**src/rtl/encoder_bus_arbiter.sv**
```systemverilog
// encoder_bus_arbiter: serialises two requesters onto the encoder register bus, one access in flight.
// Build option: define ENC_ARB_FIXED_PRIO_EN to make port 0 win every tie (default is round-robin).
module encoder_bus_arbiter #(
    parameter int ADDR_W = 32,
    parameter int RD_LAT = 1
) (
    input  logic              aclk,
    input  logic              aresetn,

    input  logic              m0_req,
    input  logic              m0_we,
    input  logic [ADDR_W-1:0] m0_addr,
    input  logic [31:0]       m0_wdata,
    output logic              M0_GNT,
    output logic              M0_DONE,
    output logic [31:0]       M0_RDATA,
    output logic              M0_ERR,

    input  logic              m1_req,
    input  logic              m1_we,
    input  logic [ADDR_W-1:0] m1_addr,
    input  logic [31:0]       m1_wdata,
    output logic              M1_GNT,
    output logic              M1_DONE,
    output logic [31:0]       M1_RDATA,
    output logic              M1_ERR,

    output logic [ADDR_W-1:0] BUS_ADDR,
    output logic              BUS_WE,
    output logic              BUS_RE,
    output logic [31:0]       BUS_WDATA,
    input  logic [31:0]       bus_rdata
);

    typedef enum logic [1:0] {
        IDLE   = 2'd0,
        ACCESS = 2'd1,
        WAIT   = 2'd2,
        RESP   = 2'd3
    } state_t;

    localparam logic [1:0] CNT_LAST = 2'(RD_LAT - 1);

    state_t            state, state_d;
    logic              sel, sel_d;
    logic              we_l, we_l_d;
    logic              err_l, err_l_d;
    logic [1:0]        cnt, cnt_d;
`ifndef ENC_ARB_FIXED_PRIO_EN
    logic              last_gnt, last_gnt_d;
`endif

    logic              m0_gnt_d, m0_done_d, m0_err_d;
    logic              m1_gnt_d, m1_done_d, m1_err_d;
    logic [31:0]       m0_rdata_d, m1_rdata_d;
    logic [ADDR_W-1:0] bus_addr_d;
    logic [31:0]       bus_wdata_d;
    logic              bus_we_d, bus_re_d;

    logic              pick;
    logic              req_we;
    logic [ADDR_W-1:0] req_addr;
    logic [31:0]       req_wdata;
    logic              req_err;

    function automatic logic decode_err(input logic we, input logic [7:0] off);
        if (we)
            return off != 8'h00;
        return !(off inside {8'h00, 8'h04, 8'h08, 8'h0C});
    endfunction

    always_comb begin : select
        pick = m1_req;
        if (m0_req && m1_req) begin
`ifdef ENC_ARB_FIXED_PRIO_EN
            pick = 1'b0;
`else
            pick = ~last_gnt;
`endif
        end
        req_we    = pick ? m1_we    : m0_we;
        req_addr  = pick ? m1_addr  : m0_addr;
        req_wdata = pick ? m1_wdata : m0_wdata;
        req_err   = decode_err(req_we, req_addr[7:0]);
    end

    // Decode is resolved on the grant edge so the ACCESS-cycle strobes come straight from flops.
    always_comb begin : next_state
        state_d     = state;
        sel_d       = sel;
        we_l_d      = we_l;
        err_l_d     = err_l;
        cnt_d       = cnt;
`ifndef ENC_ARB_FIXED_PRIO_EN
        last_gnt_d  = last_gnt;
`endif
        m0_gnt_d    = 1'b0;
        m1_gnt_d    = 1'b0;
        m0_done_d   = 1'b0;
        m1_done_d   = 1'b0;
        m0_err_d    = 1'b0;
        m1_err_d    = 1'b0;
        m0_rdata_d  = M0_RDATA;
        m1_rdata_d  = M1_RDATA;
        bus_addr_d  = BUS_ADDR;
        bus_wdata_d = BUS_WDATA;
        bus_we_d    = 1'b0;
        bus_re_d    = 1'b0;

        unique case (state)
            IDLE: begin
                if (m0_req || m1_req) begin
                    sel_d       = pick;
                    we_l_d      = req_we;
                    err_l_d     = req_err;
`ifndef ENC_ARB_FIXED_PRIO_EN
                    last_gnt_d  = pick;
`endif
                    bus_addr_d  = req_addr;
                    bus_wdata_d = req_wdata;
                    m0_gnt_d    = ~pick;
                    m1_gnt_d    = pick;
                    bus_we_d    = req_we & ~req_err;
                    bus_re_d    = ~req_we & ~req_err;
                    state_d     = ACCESS;
                end
            end
            ACCESS: begin
                if (!we_l && !err_l) begin
                    cnt_d   = '0;
                    state_d = WAIT;
                end else begin
                    m0_done_d = ~sel;
                    m1_done_d = sel;
                    m0_err_d  = ~sel & err_l;
                    m1_err_d  = sel & err_l;
                    state_d   = RESP;
                end
            end
            WAIT: begin
                if (cnt == CNT_LAST) begin
                    m0_done_d = ~sel;
                    m1_done_d = sel;
                    if (sel)
                        m1_rdata_d = bus_rdata;
                    else
                        m0_rdata_d = bus_rdata;
                    state_d = RESP;
                end else begin
                    cnt_d = cnt + 2'd1;
                end
            end
            RESP: begin
                state_d = IDLE;
            end
            default: begin
                state_d = IDLE;
            end
        endcase
    end

    always_ff @(posedge aclk or negedge aresetn) begin
        if (!aresetn) begin
            state     <= IDLE;
            sel       <= 1'b0;
            we_l      <= 1'b0;
            err_l     <= 1'b0;
            cnt       <= '0;
`ifndef ENC_ARB_FIXED_PRIO_EN
            last_gnt  <= 1'b1;
`endif
            M0_GNT    <= 1'b0;
            M1_GNT    <= 1'b0;
            M0_DONE   <= 1'b0;
            M1_DONE   <= 1'b0;
            M0_ERR    <= 1'b0;
            M1_ERR    <= 1'b0;
            M0_RDATA  <= '0;
            M1_RDATA  <= '0;
            BUS_ADDR  <= '0;
            BUS_WDATA <= '0;
            BUS_WE    <= 1'b0;
            BUS_RE    <= 1'b0;
        end else begin
            state     <= state_d;
            sel       <= sel_d;
            we_l      <= we_l_d;
            err_l     <= err_l_d;
            cnt       <= cnt_d;
`ifndef ENC_ARB_FIXED_PRIO_EN
            last_gnt  <= last_gnt_d;
`endif
            M0_GNT    <= m0_gnt_d;
            M1_GNT    <= m1_gnt_d;
            M0_DONE   <= m0_done_d;
            M1_DONE   <= m1_done_d;
            M0_ERR    <= m0_err_d;
            M1_ERR    <= m1_err_d;
            M0_RDATA  <= m0_rdata_d;
            M1_RDATA  <= m1_rdata_d;
            BUS_ADDR  <= bus_addr_d;
            BUS_WDATA <= bus_wdata_d;
            BUS_WE    <= bus_we_d;
            BUS_RE    <= bus_re_d;
        end
    end

endmodule

```
**config.mk**
```make
export PLATFORM = sky130hd
export DESIGN_NAME = encoder_bus_arbiter
export DESIGN_NICKNAME = d
export VERILOG_FILES = /design/src/rtl/encoder_bus_arbiter.sv
export SDC_FILE = /design/constraint.sdc
export NUM_CORES = 1
export LEC_CHECK = 0
export CAP_MARGIN = 20
export CORE_ASPECT_RATIO = 1.2
export CORE_MARGIN = 2
export CORE_UTILIZATION = 40
export CTS_CLUSTER_SIZE = 14
export DETAILED_ROUTE_END_ITERATION = 8
export PLACE_DENSITY = 0.91
export SYNTH_ARGS = -nofsm -noshare
export SYNTH_HDL_FRONTEND = slang
export SYNTH_SLANG_ARGS = --single-unit
```
**constraint.sdc**
```tcl
create_clock -name aclk -period 2.2 [get_ports aclk]
set_clock_uncertainty 0.05 [all_clocks]
set_input_delay 0.33 -clock aclk [delete_from_list [all_inputs] [get_ports aclk]]
set_output_delay 0.33 -clock aclk [all_outputs]
set_load 0.01 [all_outputs]
```
Word level (Yosys, flattened, before mapping)
Cells that the tools add are included.
Operators by class
  add/subtract/negate cells: 1
  equality and inequality tests: 10
  multiplexer cells: 32
  bitwise logic cells: 9
  reduce and logical (&&, ||, !) cells: 17
Operators by type and width (count)
  $mux 32: 2
  $mux 1: 22
  $eq 8x4->1 const B: 2
  $reduce_and 3->1: 3
  $eq 8x3->1 const B: 1
  $logic_not 8->1: 1
  $mux 2: 4
  $ne 2x2->1 const B: 4
  $pmux 2 s4: 1
  $reduce_bool 8->1: 1
  $not 1->1: 5
  $and 1x1->1: 4
  $eq 2x2->1 const B: 2
  $logic_not 2->1: 2
  $pmux 1 s2: 2
  $pmux 2 s2: 1
  $reduce_and 2->1: 2
  $reduce_bool 4->1: 1
  $logic_not 1->1: 3
  $add 2x1->2 const B: 1
  $eq 2x1->1 const B: 1
  $logic_and 1x1->1: 2
  $reduce_bool 2->1: 1
  $logic_or 1x1->1: 1
Word-level totals
  register bits after elaboration: 144
  output and inout bits: 136
  word-level logic and storage cells: 87

Depth between registers and ports, before layout
Gate-level depths: netlist of run 1.
  word-level depth: 11
  gate-level depth with buffers: 8
  gate-level depth less buffers: 6

Worst setup path before layout of run 1
No wires, ideal clock.
  kind: register to register
  from: register state[0]
  to: register BUS_ADDR[31]
  arrival time: 1.498 ns
  data required time: 2.023 ns
  slack: 0.525 ns
  stages on the path, launching flop included: 9
  period minus slack after synthesis: 1.675 ns
  path through: dfrtp_1 -> inv_1 -> ha_1 -> o21ai_1 -> buf_2 -> nor2_1 -> buf_2 -> a222oi_1 -> inv_1
Between the ends
  cells in the longest elaborated chain, start to end: 2
RTL lines
  from (decl): RTL line 44  | state_t state, state_d;
  from (signal assigned): RTL line 185  | state <= state_d;
  $logic_not 2->1: RTL line 110  | unique case (state)
  $reduce_and 2->1 (no line)
  to (signal assigned): RTL line 201  | BUS_ADDR <= bus_addr_d;
  to (decl): RTL line 28  | output logic [ADDR_W-1:0] BUS_ADDR,
No other way between the ends.
A chain may end at the register's enable or synchronous reset.

Worst setup path after layout of run 1
  from: register state[0]
  to: register BUS_WDATA[13]
Between the ends
  cells in the longest elaborated chain, start to end: 2
RTL lines
  $logic_not 2->1: RTL line 110
  $reduce_and 2->1 (no line)
  to (signal assigned): RTL line 202  | BUS_WDATA <= bus_wdata_d;
  to (decl): RTL line 31  | output logic [31:0] BUS_WDATA,
No other way between the ends.

==> results of run 1 <==
-- state kept, by name, summed over array words and instances, names as in the netlist, 2 cells and up --
register	count
BUS_WDATA	32
cnt	2
M1_RDATA	32
M0_RDATA	32
state	2
BUS_ADDR	32
-- through the flow --
step           area, sq um  power (mW)
2_1_floorplan         5860        7.44
3_3_place_gp          9150        10.8
3_5_place_dp          9150        11.1
4_1_cts               9800        14.4
5_1_grt               9800        15.0
6_report              9800        14.2
-- how the worst max path moves through the flow --
stage                   from            end  slack [ns]  cells past startpoint
detailed placement    m0_req  BUS_WDATA[29]        0.11                      6
CTS                 state[0]  BUS_WDATA[13]        0.27                      6
global placement      m0_req  BUS_WDATA[16]        0.19                      6
finish              state[0]  BUS_WDATA[13]        0.26                      6
global route        state[0]  BUS_WDATA[27]        0.14                      6
floorplan           state[0]   BUS_ADDR[31]        0.52                      8
-- layer usage --
layer  vias to the layer above  GRT usage
li1                       2215          -
met3                        48     0.0669
met5                         -          0
met1                      2466      0.254
met2                       226      0.431
met4                         0      0.111
-- synthesized netlist by cell type, drive strengths merged --
cell type	count	area, sq um
nor3	1	5.00
o21ai	30	150
nor2b	1	6.26
nor4	3	40.0
buf	19	111
nor2	8	30.0
o31ai	3	22.5
mux2	65	732
nand2	29	109
a31oi	1	12.5
and3	2	12.5
clkbuf	9	33.8
mux2i	25	250
a22o	3	26.3
nand3	1	5.00
o22a	1	8.76
and2	2	12.5
a222oi	40	400
or4	1	11.3
a21o	2	15.0
nor3b	1	12.5
dfrtp	143	3580
a21boi	1	11.3
ha	4	50.1
inv	46	173
dfstp	1	26.3
o21a	2	15.0
-- worst register-to-register path, stage by stage (launching register included) --
cell	delay (ns)
dfrtp_1	0.40
inv_1	0.09
ha_1	0.29
and2_1	0.26
buf_12	0.20
a222oi_1	0.43
inv_1	0.09
-- timing repair --
action                                 CTS  global route
endpoints found under the hold margin   50             0
setup buffers                            0             0
setup endpoints to repair                0             0
hold buffers                             1             0
-- report_power, final --
| part | total [mW] | internal (mW) | switching [mW] |
|---|---|---|---|
| clock network | 3.12 | 1.95 | 1.17 |
| logic | 6.42 | 3.68 | 2.74 |
| registers | 4.70 | 3.95 | 0.750 |
-- cell type report --
cell class / count / area (sq um) / share of cell area
Multi-Input combinational cell: 226 / 1960 / 0.200
Sequential cell: 144 / 3600 / 0.368
Clock inverter: 14 / 203 / 0.0207
Inverter: 46 / 173 / 0.0176
Timing Repair Buffer: 313 / 3210 / 0.327
Tap cell: 175 / 219 / 0.0223
Clock buffer: 18 / 439 / 0.0448
-- cell families after synthesis --
| kind of cell | synth area share |
|---|---|
| flip-flops | 0.615 |
| multiplexers | 0.168 |
| AO/OA/AOI/OAI | 0.113 |
| buffers and inverters | 0.0542 |
| AND/OR/NAND/NOR | 0.0416 |
| adder cells (fa/ha/maj) | 0.00854 |
==> impl_metrics.ini, run 1 <==
[logic_synthesis]
synth.avg_cell_area_sq_um = 13.2
yosys_warnings = 0
ys_seq_area_frac = 0.615
syn-cell-area_sq_mm = 0.00586
synth_cell_types = 32
ys_ff_latch = 144
synth_fp_nets = 614
synth_cells = 444

[die]
num_rows = 48
fp.coreArea_sq_mm = 0.0144
fp.dieArea_sq_mm = 0.0156
dieWidth_um = 114
ios = 302
initial_core_util = 0.408
die_y_um = 137

[setup_path]
r2r_slack_ns = 0.26
regToRegEndpoint = BUS_WDATA[13]
slowest_delay_ns = 0.41
required_ns = 2.44
crit_top_cell = inv_1
crit_slowest_cell = a222oi_1
start_kind = register
reg2reg_depth = 6
cp.arrival_ns = 2.19
crit_chain = inv_1 > ha_1 > and2_1 > buf_12 > a222oi_1 > inv_1
path_buf_inv = 3
worstPathMaxFanout = 39
r2r-start = state[0]
crit_family = compound AO/OA/AOI/OAI gates
endpoint_kind = register
criticalPathCategory = reg2reg

[final_layout]
num_antenna_cells = 0
num-fill-cells = 991
synthToLayoutAreaGrowth_pct = 67.3
layout_commonest_cell = clkdlybuf4s50_1
nNetsFinal = 918
mostFrequentLayoutCells = 300 x clkdlybuf4s50_1, 143 x dfrtp_1, 65 x mux2_2
drive_above_1_share = 0.155
postLayoutCoreUtil = 0.683
instances_no_fill = 936

[timing]
finalSetupTns_ns = 0
finalCritPeriodShare = 0.884
timing.hold.ws_ns = 0.417
maxSlewHeadroom = 0.659
setup_ws_ns = 0.256
min_period_ns = 1.94
rsz0062_at_grt = false
timing_hold_violations_final = 0
worst_pin_slew_ns = 0.512
setup_viol = 0
fmax_mhz = 514
slew_violations = 0

[status]
status = finished, final reports clean

[place]
dpl_worst_slack_ns = 0.105
dp_hpwl_mm = 13.5
gp_congestion = 0.849
dpl.cell_count = 903
io_buffers = 301

[detailed_routing]
drt-met1-wl_mm = 6.59
topRoutingLayerUsed = met4
drt_iter0_markers = 371
dr_wl_met3_mm = 1.11
wire_per_inst_um = 19.8
viasPerCell = 5.29
antenna_left = 0
finalWirelength_mm = 18.5
firstDrtPassIters = 7
post-route-drc-count = 0
vias = 4955
dr_wl_met2_mm = 10.1

[grt]
grt_pass1_vias = 5393
grt_max_degree = 92
antenna_found_initial = 0
grt_pass1_wl_mm = 28.3
grt.overflow.total = 0
grt_usage = 0.238

[job]
maxCapViolCount = 0

[hold_path]
hold_path.class = in2async

[cts]
clock_latency_ns = 0.42
cts_buffer_depth = 2
tritoncts = done
ctsResizeCount = 0
clockRootBuffer = clkbuf_16
htree_num_levels = 4
cts_buffers = 17
clock-sinks = 144
clkTransAtPathRegs_ns = 0.06

[power_and_ir_drop]
power_density_mw_per_mm2 = 1450
ir_worst_vdd_mv = 0.949
p_leak_nw = 4.36
Note: power is estimated with default switching activity, not from simulation.
==> run 2, diff against run 1 <==
- GPL_ROUTABILITY_DRIVEN: unset -> 0
==> results of run 2 <==
No change in the layout: final DEF, timing and power equal those of run 1.
==> run 3, diff against run 2 <==
- CORE_ASPECT_RATIO: 1.2 -> 0.6
- CORE_UTILIZATION: 40 -> 41
- CTS_BUF_LIST: unset -> sky130_fd_sc_hd__clkbuf_4
- PLACE_DENSITY: 0.91 -> 0.92
==> impl_metrics.ini, run 3 (same netlist as run 1, synthesis figures left out) <==
[status]
status = finished, final reports clean

[timing]
slew_violations = 0
maxSlewHeadroom = 0.686
min_period_ns = 1.90
setup_ws_ns = 0.303
fmax_mhz = 527
rsz0062_at_grt = false
timing.hold.ws_ns = 0.269
setup_viol = 0
worst_pin_slew_ns = 0.470
timing_hold_violations_final = 0
finalSetupTns_ns = 0
finalCritPeriodShare = 0.862

[die]
fp.coreArea_sq_mm = 0.0138
ios = 302
fp.dieArea_sq_mm = 0.0153
dieWidth_um = 158
num_rows = 33
initial_core_util = 0.425
die_y_um = 96.6

[place]
dp_hpwl_mm = 13.7
place_area_sq_mm = 0.00915
dpl_worst_slack_ns = 0.0952
io_buffers = 301

[setup_path]
path_buf_inv = 1
start_kind = register
crit_chain = clkdlybuf4s50_1
slowest_delay_ns = 0.58
required_ns = 1.82
crit_family = buffers and inverters
criticalPathCategory = reg2out
worstPathMaxFanout = 2
crit_slowest_cell = clkdlybuf4s50_1
cp.arrival_ns = 1.52
endpoint_kind = primary output

[cts]
clock_latency_ns = 0.52
cts_buffers = 17
tritoncts = done
clockRootBuffer = clkbuf_4
htree_num_levels = 4
clkTransAtPathRegs_ns = 0.15
clock-sinks = 144
cts_buffer_depth = 2
post_cts_buffers = 0

[final_layout]
mostFrequentLayoutCells = 300 x clkdlybuf4s50_1, 143 x dfrtp_1, 65 x mux2_2
nNetsFinal = 918
layout_commonest_cell = clkdlybuf4s50_1
finalInstanceArea_sq_mm = 0.00944
num_antenna_cells = 0
postLayoutCoreUtil = 0.684
drive_above_1_share = 0.155
synthToLayoutAreaGrowth_pct = 61.0

[detailed_routing]
finalWirelength_mm = 18.0
viasPerCell = 5.11
vias = 4872
antenna_left = 0
firstDrtPassIters = 9
wire_per_inst_um = 18.9
post-route-drc-count = 0
drt_iter0_markers = 403

[grt]
grt.overflow.total = 0
grt_usage = 0.238
grt_max_degree = 53
grt_pass1_vias = 5287
grt_pass1_wl_mm = 27.9
antenna_found_initial = 0

[power_and_ir_drop]
p_leak_nw = 4.17
ir_worst_vdd_mv = 0.784
power_density_mw_per_mm2 = 1350

[job]
maxCapViolCount = 0

[hold_path]
hold_path.class = in2async
-- run 3: cell types whose count changed in the layout (fill, tap and decap cells not counted), sizes merged --
cell | previous run | this run
clkinvlp | 0 | 4
bufinv | 4 | 1
clkinv | 5 | 3
inv | 51 | 53
clkbuf | 18 | 17
-- run 3: report_power, final --
group          total [mW]  switching, mW  internal, mW
clock network        1.67           1.08         0.593
registers            4.70          0.768          3.93
logic                6.33           2.67          3.66
total                12.7           4.52          8.18
-- run 3: timing repair --
item	in CTS	in global routing
hold endpoints to repair	48	0
hold buffers	1	0
gates resized for setup	0	0
-- run 3: stage by stage --
| stage | power [mW] | cells |
|---|---|---|
| after floorplan | 7.44 | 444 |
| after global placement | 10.8 | 920 |
| after detailed placement | 11.1 | 920 |
| after CTS | 12.8 | 953 |
| after global routing | 13.5 | 953 |
| final | 12.7 | 953 |
-- run 3: per-layer routing --
layer  vias up  GRT usage  part of all wire
li1       2222          -                 -
met1      2355      0.278              0.38
met2       257      0.406              0.50
met3        38     0.0726             0.091
met4         0      0.105             0.029
met5         -          0                 0
-- run 3: layout make-up --
type	count	area (sq um)
Tap cell	192	240
Multi-Input combinational cell	226	1960
Clock buffer	17	128
Fill cell	1000	4360
Timing Repair Buffer	313	3180
Clock inverter	15	149
Inverter	46	173
Sequential cell	144	3600
-- run 3: path summary, 6_finish.rpt --
path                            slack [ns]    startpoint  depth (start not counted)       endpoint
worst max-delay path                  0.30  BUS_WDATA[5]                          1   BUS_WDATA[5]
worst min-delay path                  0.27       aresetn                          2    M1_RDATA[6]
worst max register to register        0.33      state[0]                          6  BUS_WDATA[26]
worst min register to register        0.46   BUS_ADDR[1]                          2    BUS_ADDR[1]
max in group asynchronous             1.15       aresetn                          3   BUS_WDATA[7]
min in group aclk                     0.35  m1_wdata[16]                          3  BUS_WDATA[16]
